File: src/rtl/cordic_pkg.sv
// Shared constants and types for the CORDIC scheduler slice.
// Angles are 16-bit two's complement with pi = 16'h8000.
// Results are Q.12 with 1.0 = 4096.
package cordic_pkg;

    localparam logic [15:0] ANGLE_PI          = 16'h8000;
    localparam logic [15:0] ANGLE_HALF_PI     = 16'h4000;
    localparam logic [15:0] ANGLE_NEG_HALF_PI = 16'hC000;
    localparam int          Q_ONE             = 4096;

    typedef enum logic [1:0] {
        IDLE,
        RUN,
        RESP
    } state_e;

endpackage

File: src/rtl/cordic_scheduler_if.sv
// Request/response bus between the requesters and the CORDIC scheduler.
//   req_valid/req_theta/req_ready : per-requester angle handshake (one-hot ready)
//   rsp_valid/rsp_ready           : single result channel with backpressure
//   rsp_id/rsp_sine/rsp_cosine    : result payload
// slave  = scheduler side, master = requester/consumer side.
interface cordic_scheduler_if #(
    parameter int N_REQ  = 4,
    parameter int DATA_W = 16,
    parameter int ID_W   = $clog2(N_REQ)
);
    logic [N_REQ-1:0]        req_valid;
    logic [N_REQ*DATA_W-1:0] req_theta;
    logic [N_REQ-1:0]        req_ready;
    logic                    rsp_valid;
    logic                    rsp_ready;
    logic [ID_W-1:0]         rsp_id;
    logic [DATA_W-1:0]       rsp_sine;
    logic [DATA_W-1:0]       rsp_cosine;

    modport slave (
        input  req_valid, req_theta, rsp_ready,
        output req_ready, rsp_valid, rsp_id, rsp_sine, rsp_cosine
    );

    modport master (
        output req_valid, req_theta, rsp_ready,
        input  req_ready, rsp_valid, rsp_id, rsp_sine, rsp_cosine
    );
endinterface

File: src/rtl/cordic_quadrant_fold.sv
// Combinational quadrant folding around a +/-pi/2 CORDIC core.
//   angle_i  -> angle_o, fold_o : angles beyond +/-pi/2 are rotated by pi
//   fold_i, sine_i, cosine_i -> sine_o, cosine_o : undo the rotation by
//   negating both results; negation saturates so the most negative code
//   maps to the most positive one.
module cordic_quadrant_fold
    import cordic_pkg::*;
#(
    parameter int DATA_W = 16
) (
    input  logic [DATA_W-1:0] angle_i,
    output logic [DATA_W-1:0] angle_o,
    output logic              fold_o,
    input  logic              fold_i,
    input  logic [DATA_W-1:0] sine_i,
    input  logic [DATA_W-1:0] cosine_i,
    output logic [DATA_W-1:0] sine_o,
    output logic [DATA_W-1:0] cosine_o
);
    localparam logic signed [DATA_W-1:0] POS_HALF = DATA_W'(ANGLE_HALF_PI);
    localparam logic signed [DATA_W-1:0] NEG_HALF = DATA_W'(ANGLE_NEG_HALF_PI);
    localparam logic        [DATA_W-1:0] PI       = DATA_W'(ANGLE_PI);

    function automatic logic [DATA_W-1:0] sat_neg(input logic [DATA_W-1:0] v);
        // -(-1.0...) does not fit; clamp to the largest positive code
        return (v == PI) ? ~PI : (DATA_W'(0) - v);
    endfunction

    // The exact boundaries +/-pi/2 stay unfolded; pi itself folds to 0.
    assign fold_o   = ($signed(angle_i) > POS_HALF) || ($signed(angle_i) < NEG_HALF);
    assign angle_o  = fold_o ? (angle_i + PI) : angle_i;

    assign sine_o   = fold_i ? sat_neg(sine_i)   : sine_i;
    assign cosine_o = fold_i ? sat_neg(cosine_i) : cosine_i;
endmodule

File: src/rtl/cordic_scheduler.sv
// Round-robin scheduler sharing one CORDIC core among N_REQ requesters.
//   clk, reset_n        : clock, async active-low reset
//   bus (slave)         : request handshake per requester, one response channel
//   core_theta/valid    : drive the shared core (folded angle, i_valid)
//   core_sine/cosine    : raw core results
//   busy                : high whenever a job is in flight or awaiting rsp_ready
// Angles are folded into +/-pi/2 before issue and results sign-corrected on
// capture, giving full-circle coverage from a half-circle core.
module cordic_scheduler
    import cordic_pkg::*;
#(
    parameter int N_REQ       = 4,
    parameter int DATA_W      = 16,
    parameter int CORE_CYCLES = 22,
    parameter int ID_W        = $clog2(N_REQ)
) (
    input  logic              clk,
    input  logic              reset_n,
    cordic_scheduler_if.slave bus,
    output logic [DATA_W-1:0] core_theta,
    output logic              core_valid,
    input  logic [DATA_W-1:0] core_sine,
    input  logic [DATA_W-1:0] core_cosine,
    output logic              busy
);
    localparam int CNT_W = $clog2(CORE_CYCLES);

    state_e            state_q;
    logic [ID_W-1:0]   rr_ptr_q, rr_ptr_d;
    logic [CNT_W-1:0]  cnt_q;
    logic              fold_q;
    logic [DATA_W-1:0] core_theta_q;
    logic              core_valid_q;
    logic              rsp_valid_q;
    logic [ID_W-1:0]   rsp_id_q;
    logic [DATA_W-1:0] rsp_sine_q, rsp_cosine_q;
    logic              busy_q;

    logic              grant_vld;
    logic [ID_W-1:0]   grant_id;
    logic [ID_W:0]     cand;
    logic [DATA_W-1:0] sel_theta;
    logic [N_REQ-1:0]  req_ready_d;
    logic [DATA_W-1:0] fold_theta;
    logic              fold_flag;
    logic [DATA_W-1:0] fix_sine, fix_cosine;

    // First valid requester at or after rr_ptr, wrapping modulo N_REQ.
    always_comb begin
        grant_vld = 1'b0;
        grant_id  = '0;
        cand      = '0;
        for (int k = 0; k < N_REQ; k++) begin
            cand = {1'b0, rr_ptr_q} + (ID_W+1)'(k);
            if (cand >= (ID_W+1)'(N_REQ))
                cand = cand - (ID_W+1)'(N_REQ);
            if (!grant_vld && bus.req_valid[cand[ID_W-1:0]]) begin
                grant_vld = 1'b1;
                grant_id  = cand[ID_W-1:0];
            end
        end
    end

    always_comb begin
        sel_theta = '0;
        for (int k = 0; k < N_REQ; k++)
            if (grant_id == ID_W'(k))
                sel_theta = bus.req_theta[k*DATA_W +: DATA_W];
    end

    assign rr_ptr_d = (grant_id == ID_W'(N_REQ-1)) ? '0 : grant_id + 1'b1;

    // Ready is only offered in IDLE and never while reset is asserted.
    always_comb begin
        req_ready_d = '0;
        if (reset_n && state_q == IDLE && grant_vld)
            req_ready_d[grant_id] = 1'b1;
    end

    cordic_quadrant_fold #(.DATA_W(DATA_W)) u_fold (
        .angle_i  (sel_theta),
        .angle_o  (fold_theta),
        .fold_o   (fold_flag),
        .fold_i   (fold_q),
        .sine_i   (core_sine),
        .cosine_i (core_cosine),
        .sine_o   (fix_sine),
        .cosine_o (fix_cosine)
    );

    always_ff @(posedge clk or negedge reset_n) begin
        if (!reset_n) begin
            state_q      <= IDLE;
            rr_ptr_q     <= '0;
            cnt_q        <= '0;
            fold_q       <= 1'b0;
            core_theta_q <= '0;
            core_valid_q <= 1'b0;
            rsp_valid_q  <= 1'b0;
            rsp_id_q     <= '0;
            rsp_sine_q   <= '0;
            rsp_cosine_q <= '0;
            busy_q       <= 1'b0;
        end else begin
            case (state_q)
                IDLE: begin
                    if (grant_vld) begin
                        fold_q       <= fold_flag;
                        core_theta_q <= fold_theta;
                        rsp_id_q     <= grant_id;
                        rr_ptr_q     <= rr_ptr_d;
                        cnt_q        <= '0;
                        core_valid_q <= 1'b1;
                        busy_q       <= 1'b1;
                        state_q      <= RUN;
                    end
                end
                RUN: begin
                    if (cnt_q == CNT_W'(CORE_CYCLES-1)) begin
                        core_valid_q <= 1'b0;
                        rsp_sine_q   <= fix_sine;
                        rsp_cosine_q <= fix_cosine;
                        rsp_valid_q  <= 1'b1;
                        state_q      <= RESP;
                    end else begin
                        cnt_q <= cnt_q + 1'b1;
                    end
                end
                RESP: begin
                    // Core sits with i_valid low here, which re-arms it.
                    if (bus.rsp_ready) begin
                        rsp_valid_q <= 1'b0;
                        busy_q      <= 1'b0;
                        state_q     <= IDLE;
                    end
                end
                default: state_q <= IDLE;
            endcase
        end
    end

    assign bus.req_ready  = req_ready_d;
    assign bus.rsp_valid  = rsp_valid_q;
    assign bus.rsp_id     = rsp_id_q;
    assign bus.rsp_sine   = rsp_sine_q;
    assign bus.rsp_cosine = rsp_cosine_q;
    assign core_theta     = core_theta_q;
    assign core_valid     = core_valid_q;
    assign busy           = busy_q;
endmodule

File: src/flat_wrapper.sv
// flat-port wrapper written by rule: the top's interface ports become plain ports
module cordic_scheduler_flat import cordic_pkg::*;
#(
    parameter int N_REQ       = 4,
    parameter int DATA_W      = 16,
    parameter int CORE_CYCLES = 22,
    parameter int ID_W        = $clog2(N_REQ)
)
  (clk, reset_n, core_theta, core_valid, core_sine, core_cosine, busy, bus_req_valid, bus_req_theta, bus_rsp_ready, bus_req_ready, bus_rsp_valid, bus_rsp_id, bus_rsp_sine, bus_rsp_cosine);
  cordic_scheduler_if #(.N_REQ(N_REQ), .DATA_W(DATA_W), .ID_W(ID_W)) bus_i ();
  input  logic clk;
  input  logic reset_n;
  output logic [DATA_W-1:0] core_theta;
  output logic core_valid;
  input  logic [DATA_W-1:0] core_sine;
  input  logic [DATA_W-1:0] core_cosine;
  output logic busy;
  input wire logic [$bits(bus_i.req_valid)-1:0] bus_req_valid;
  input wire logic [$bits(bus_i.req_theta)-1:0] bus_req_theta;
  input wire logic [$bits(bus_i.rsp_ready)-1:0] bus_rsp_ready;
  output wire logic [$bits(bus_i.req_ready)-1:0] bus_req_ready;
  output wire logic [$bits(bus_i.rsp_valid)-1:0] bus_rsp_valid;
  output wire logic [$bits(bus_i.rsp_id)-1:0] bus_rsp_id;
  output wire logic [$bits(bus_i.rsp_sine)-1:0] bus_rsp_sine;
  output wire logic [$bits(bus_i.rsp_cosine)-1:0] bus_rsp_cosine;
  assign bus_i.req_valid = bus_req_valid;
  assign bus_i.req_theta = bus_req_theta;
  assign bus_i.rsp_ready = bus_rsp_ready;
  assign bus_req_ready = bus_i.req_ready;
  assign bus_rsp_valid = bus_i.rsp_valid;
  assign bus_rsp_id = bus_i.rsp_id;
  assign bus_rsp_sine = bus_i.rsp_sine;
  assign bus_rsp_cosine = bus_i.rsp_cosine;
  cordic_scheduler #(.N_REQ(N_REQ), .DATA_W(DATA_W), .CORE_CYCLES(CORE_CYCLES), .ID_W(ID_W)) u_core (.clk(clk), .reset_n(reset_n), .bus(bus_i), .core_theta(core_theta), .core_valid(core_valid), .core_sine(core_sine), .core_cosine(core_cosine), .busy(busy));
endmodule
File: config.mk
export PLATFORM = sky130hd
export DESIGN_NAME = cordic_scheduler_flat
export DESIGN_NICKNAME = d
export VERILOG_FILES = /design/src/rtl/cordic_pkg.sv /design/src/rtl/cordic_scheduler_if.sv /design/src/rtl/cordic_quadrant_fold.sv /design/src/rtl/cordic_scheduler.sv /design/src/flat_wrapper.sv
export SDC_FILE = /design/constraint.sdc
export NUM_CORES = 1
export LEC_CHECK = 0
export ABC_CLOCK_PERIOD_IN_PS = 4550
export BUFFER_PORTS_ARGS = -buffer_cell sky130_fd_sc_hd__buf_2
export CAP_MARGIN = 20
export CORE_UTILIZATION = 40
export CTS_CLUSTER_SIZE = 20
export DETAILED_ROUTE_END_ITERATION = 6
export PLACE_DENSITY_LB_ADDON = 0.1
export SLEW_MARGIN = 30
export SYNTH_ARGS = -nofsm -noshare
export SYNTH_HDL_FRONTEND = slang
export SYNTH_HIERARCHICAL = 1
export SYNTH_SLANG_ARGS = --single-unit
export TNS_END_PERCENT = 50
File: constraint.sdc
create_clock -name clk -period 4.55 [get_ports clk]
set_input_delay 0.455 -clock clk [delete_from_list [all_inputs] [get_ports clk]]
set_output_delay 0.455 -clock clk [all_outputs]
set_load 0.05 [all_outputs]
==> results.md <==
* First-pass GRT wire length at 17.5 mm
* Leakage power total at between 0.002 and 0.0025 uW
* Setup TNS at 0 ns
* Routed len/inst at 15.2 um
* Input/output buffers at roughly 160
* Clock Power Share at around 11%
* Clock Pin Slew Worst Setup and Hold Paths at approximately 0.080 ns
* Run status: complete, no violations
* Vias at between 3,000 and 4,000
* Synth Register Bits at 63
* Sequential share of power at a little over a quarter
* DRT iter0 DRCs at 172
* Hold buffers post-CTS at 1
* Post-synthesis async set-or-reset flop share at between 90% and 100%
* CP Capture Type: flip-flop
* Pwr Density at 720 nW/um^2
* Vias in the first global route at between 3,000 and 4,000
* Final-report max-slew violation count at 0
* Root buffer cell: clkbuf_8
* Die Span Y at ~110 um
* Syn-to-layout area delta at 21.6%
* Highest fanout seen on the critical path at 33
* RSZ-0062 raised after global routing: no
* Skew final at ~0.0097 ns
* Final instance count without filler cells at 709
* Worst-Margin Slew at between 0.9 and 1 ns
* Number of H-tree levels at 3
* IO Count at 160
* CTS Buf Count at 9
* Adder-cell share of the synthesized area at about 2.3%
* Antenna viol nets, final at 0
* Post-synthesis cell type count at 56
* Max_slew headroom at a little under two fifths
* Comb pwr share at between 60% and 70%
* Fmax at roughly 0.28 GHz
* Share of cells above drive strength 1 at a little over two fifths
* Final core utilization at between 50% and 60%
* Row count at 37
* CTS tree: yes
* Reg2reg end: u_core/fold_q
* Hold Path Class: in2reg
* CTS sink count at 63
* Critical path startpoint: u_core/rr_ptr_q[1]
* Nets@finish at around 680
* Mapped Cells at around 430
* Post-CTS Setup Repair Bufs at 0
* XOR/XNOR share of the synthesized area at 4.10%
* Yosys top cell by area: dfrtp_1
* CP endpoint: u_core/fold_q
* Reg-to-reg startpoint: u_core/rr_ptr_q[1]
* Post-CTS resize count at 0
* Syn_area_per_cell at 9.84 um^2
* Total power at 3740 uW
* Die X-Extent at approximately 110 um
* Critical path type: reg2reg
* Largest family of logic cells by synthesized area: simple AND/OR/NAND/NOR gates
* Hold depth at 3
* Sw Pwr at 1930 uW
* Clk_lat worst skew at between 0.3 and 0.4 ns
* Pin count of the biggest net entering global routing at 60
* Final Hold Viols at 0
* Grt total ovfl at 0
* Final setup violation count at 0
* Mapped Nets at 545
* Peak VDD IR at approximately 360 uV
* Proportion of synthesized area in mux cells at between 10% and 20%
* Int Power at approximately 1800 uW
* Max cap viols at 0
* WL final at roughly 11 mm
* R2R depth at 11
* CP Data Arrival Time at 3.73 ns
* Post-synth EDFFs at 0
* Hpwl dp at around 8.0 mm
* Residual DRC count at 0
* Setup slack, reg-to-reg at just over 1 ns
* Compound-cell area share of the yosys netlist at roughly 16%
* Die area at 11,100 um^2
* Antenna violations before repair at 0
* Dominant cells by area after synthesis: dfrtp_1 (37%), mux2_2 (13%), nand2_1 (3.6%), o31ai_1 (3.5%), a221oi_1 (3.3%)
* Most common flop cell mapped by yosys: dfrtp_1
* GRT Util Overall at 19.7%
* Commonest cells in the netlist: dfrtp_1 (63), mux2_2 (51), nand2_1 (41), nor2_1 (21), o31ai_1 (20)
* Most common cell in the netlist: dfrtp_1
* Via/cell ratio at ~5.4
* Placer Congestion at around 0.83
* Sw Share at between 50 and 60%
* Drt first pass iters at 4
* Initial Util at about two fifths
* Mapped Area at roughly 4300 um^2
* Post-synthesis simple-gate area fraction at between 10% and 20%
* Sequential cell area fraction in the yosys report at around 37%
* Clock buffer depth at 2
* Min Clock Period, post-route at 3.51 ns
* CORE AREA at about 10,000 um^2
* Startpoint types: flip-flop
* Antenna cells at 0
* Inst Count DP at ~690
* Yosys top cell area share at between 30% and 40%
* Final period util at between 70% and 80%
* CP required at 4.77 ns
* Syn. warnings at 6
==> state kept, by name, indices dropped and copies added (netlist names), 2 cells and up <==
| name | count |
|---|---|
| u_core/bus.rsp_cosine | 16 |
| u_core/bus.rsp_sine | 16 |
| u_core/core_theta | 16 |
| u_core/cnt_q | 5 |
| u_core/bus.rsp_id | 2 |
| u_core/rr_ptr_q | 2 |
| u_core/state_q | 2 |
==> per-layer routing <==
layer	vias to the layer above	routed length [um]	GRT usage [%]
met5	-	0	0
met2	134	5130	32.5
met4	0	94	6.24
li1	1849	-	-
met3	10	813	5.69
met1	1811	4730	24.8
==> worst max-delay path: stages, from the launching register on <==
cell      delay [ns]
dfrtp_1         0.42
mux2i_1         0.20
nor2_1          0.09
or4_1           0.57
ha_1            0.54
a221oi_1        0.36
o31ai_1         0.14
nor4_1          0.41
nand4_1         0.18
nand3_1         0.11
o21ai_0         0.08
mux2_2          0.29
==> final cells by class <==
type	instances	area [um^2]
fill	986	5130
sequential	63	1580
clock inverter	7	40.0
tap	136	170
timing repair buffer	163	828
inverter	17	63.8
clock buffer	9	124
multi-input combinational	314	2390
==> worst min-delay path by stage <==
stage | startpoint | to | slack [ns]
5_1_grt | bus_rsp_ready | u_core/bus.rsp_valid | 0.42
2_1_floorplan | reset_n | u_core/bus.rsp_cosine[0] | 0.16
4_1_cts | bus_rsp_ready | u_core/state_q[1] | 0.42
6_report | bus_rsp_ready | u_core/bus.rsp_valid | 0.44
3_3_place_gp | reset_n | u_core/core_theta[4] | 0.32
3_5_place_dp | reset_n | u_core/core_theta[4] | 0.32
==> per-stage QoR <==
stage          instance area (um^2)  setup WS (ns)  hold WS [ns]
2_1_floorplan                  4270           1.47         0.159
3_3_place_gp                   5010          0.987         0.317
3_5_place_dp                   5010          0.928         0.316
4_1_cts                        5180           1.04         0.425
5_1_grt                        5190          0.706         0.425
6_report                       5190           1.04         0.436
==> cell families after synthesis <==
kind of cell	after synthesis
and+or+nand+nor	135
AOI/OAI and AO/OA	93
DFF	63
muxes	58
buffers and inverters	57
xor gates and xnor gates	20
adders and majority gates	8
==> power by group through the flow <==
stage	combinational, uW	sequential [uW]	clock, uW
after CTS	2300	1030	440
after floorplan	1150	1790	0
after detailed placement	2290	1040	0
final	2290	1020	420
after global placement	2280	1030	0
after global routing	2460	1070	466
==> cells in the final DEF (no fill, tap or decap), types with 4 or more instances in the layout <==
cell       count
a221oi_1      16
nand2b_1       5
clkinv_2       5
xor2_1        14
nand2_2        4
nand2_1       41
mux2_2        51
o2bb2ai_1      4
or3_1          4
inv_1         17
o21ai_0       15
a31oi_1        4
a21oi_1        9
mux2i_1        7
or4_1          6
dfrtp_1       63
nor2b_1       16
nor2_1        21
ha_1           7
clkbuf_8       9
xnor2_1        6
o31ai_1       20
and3_1         5
or2_2          8
nor4_1         8
o41ai_1        8
buf_2        159
Note: power is estimated with default switching activity, not from simulation.
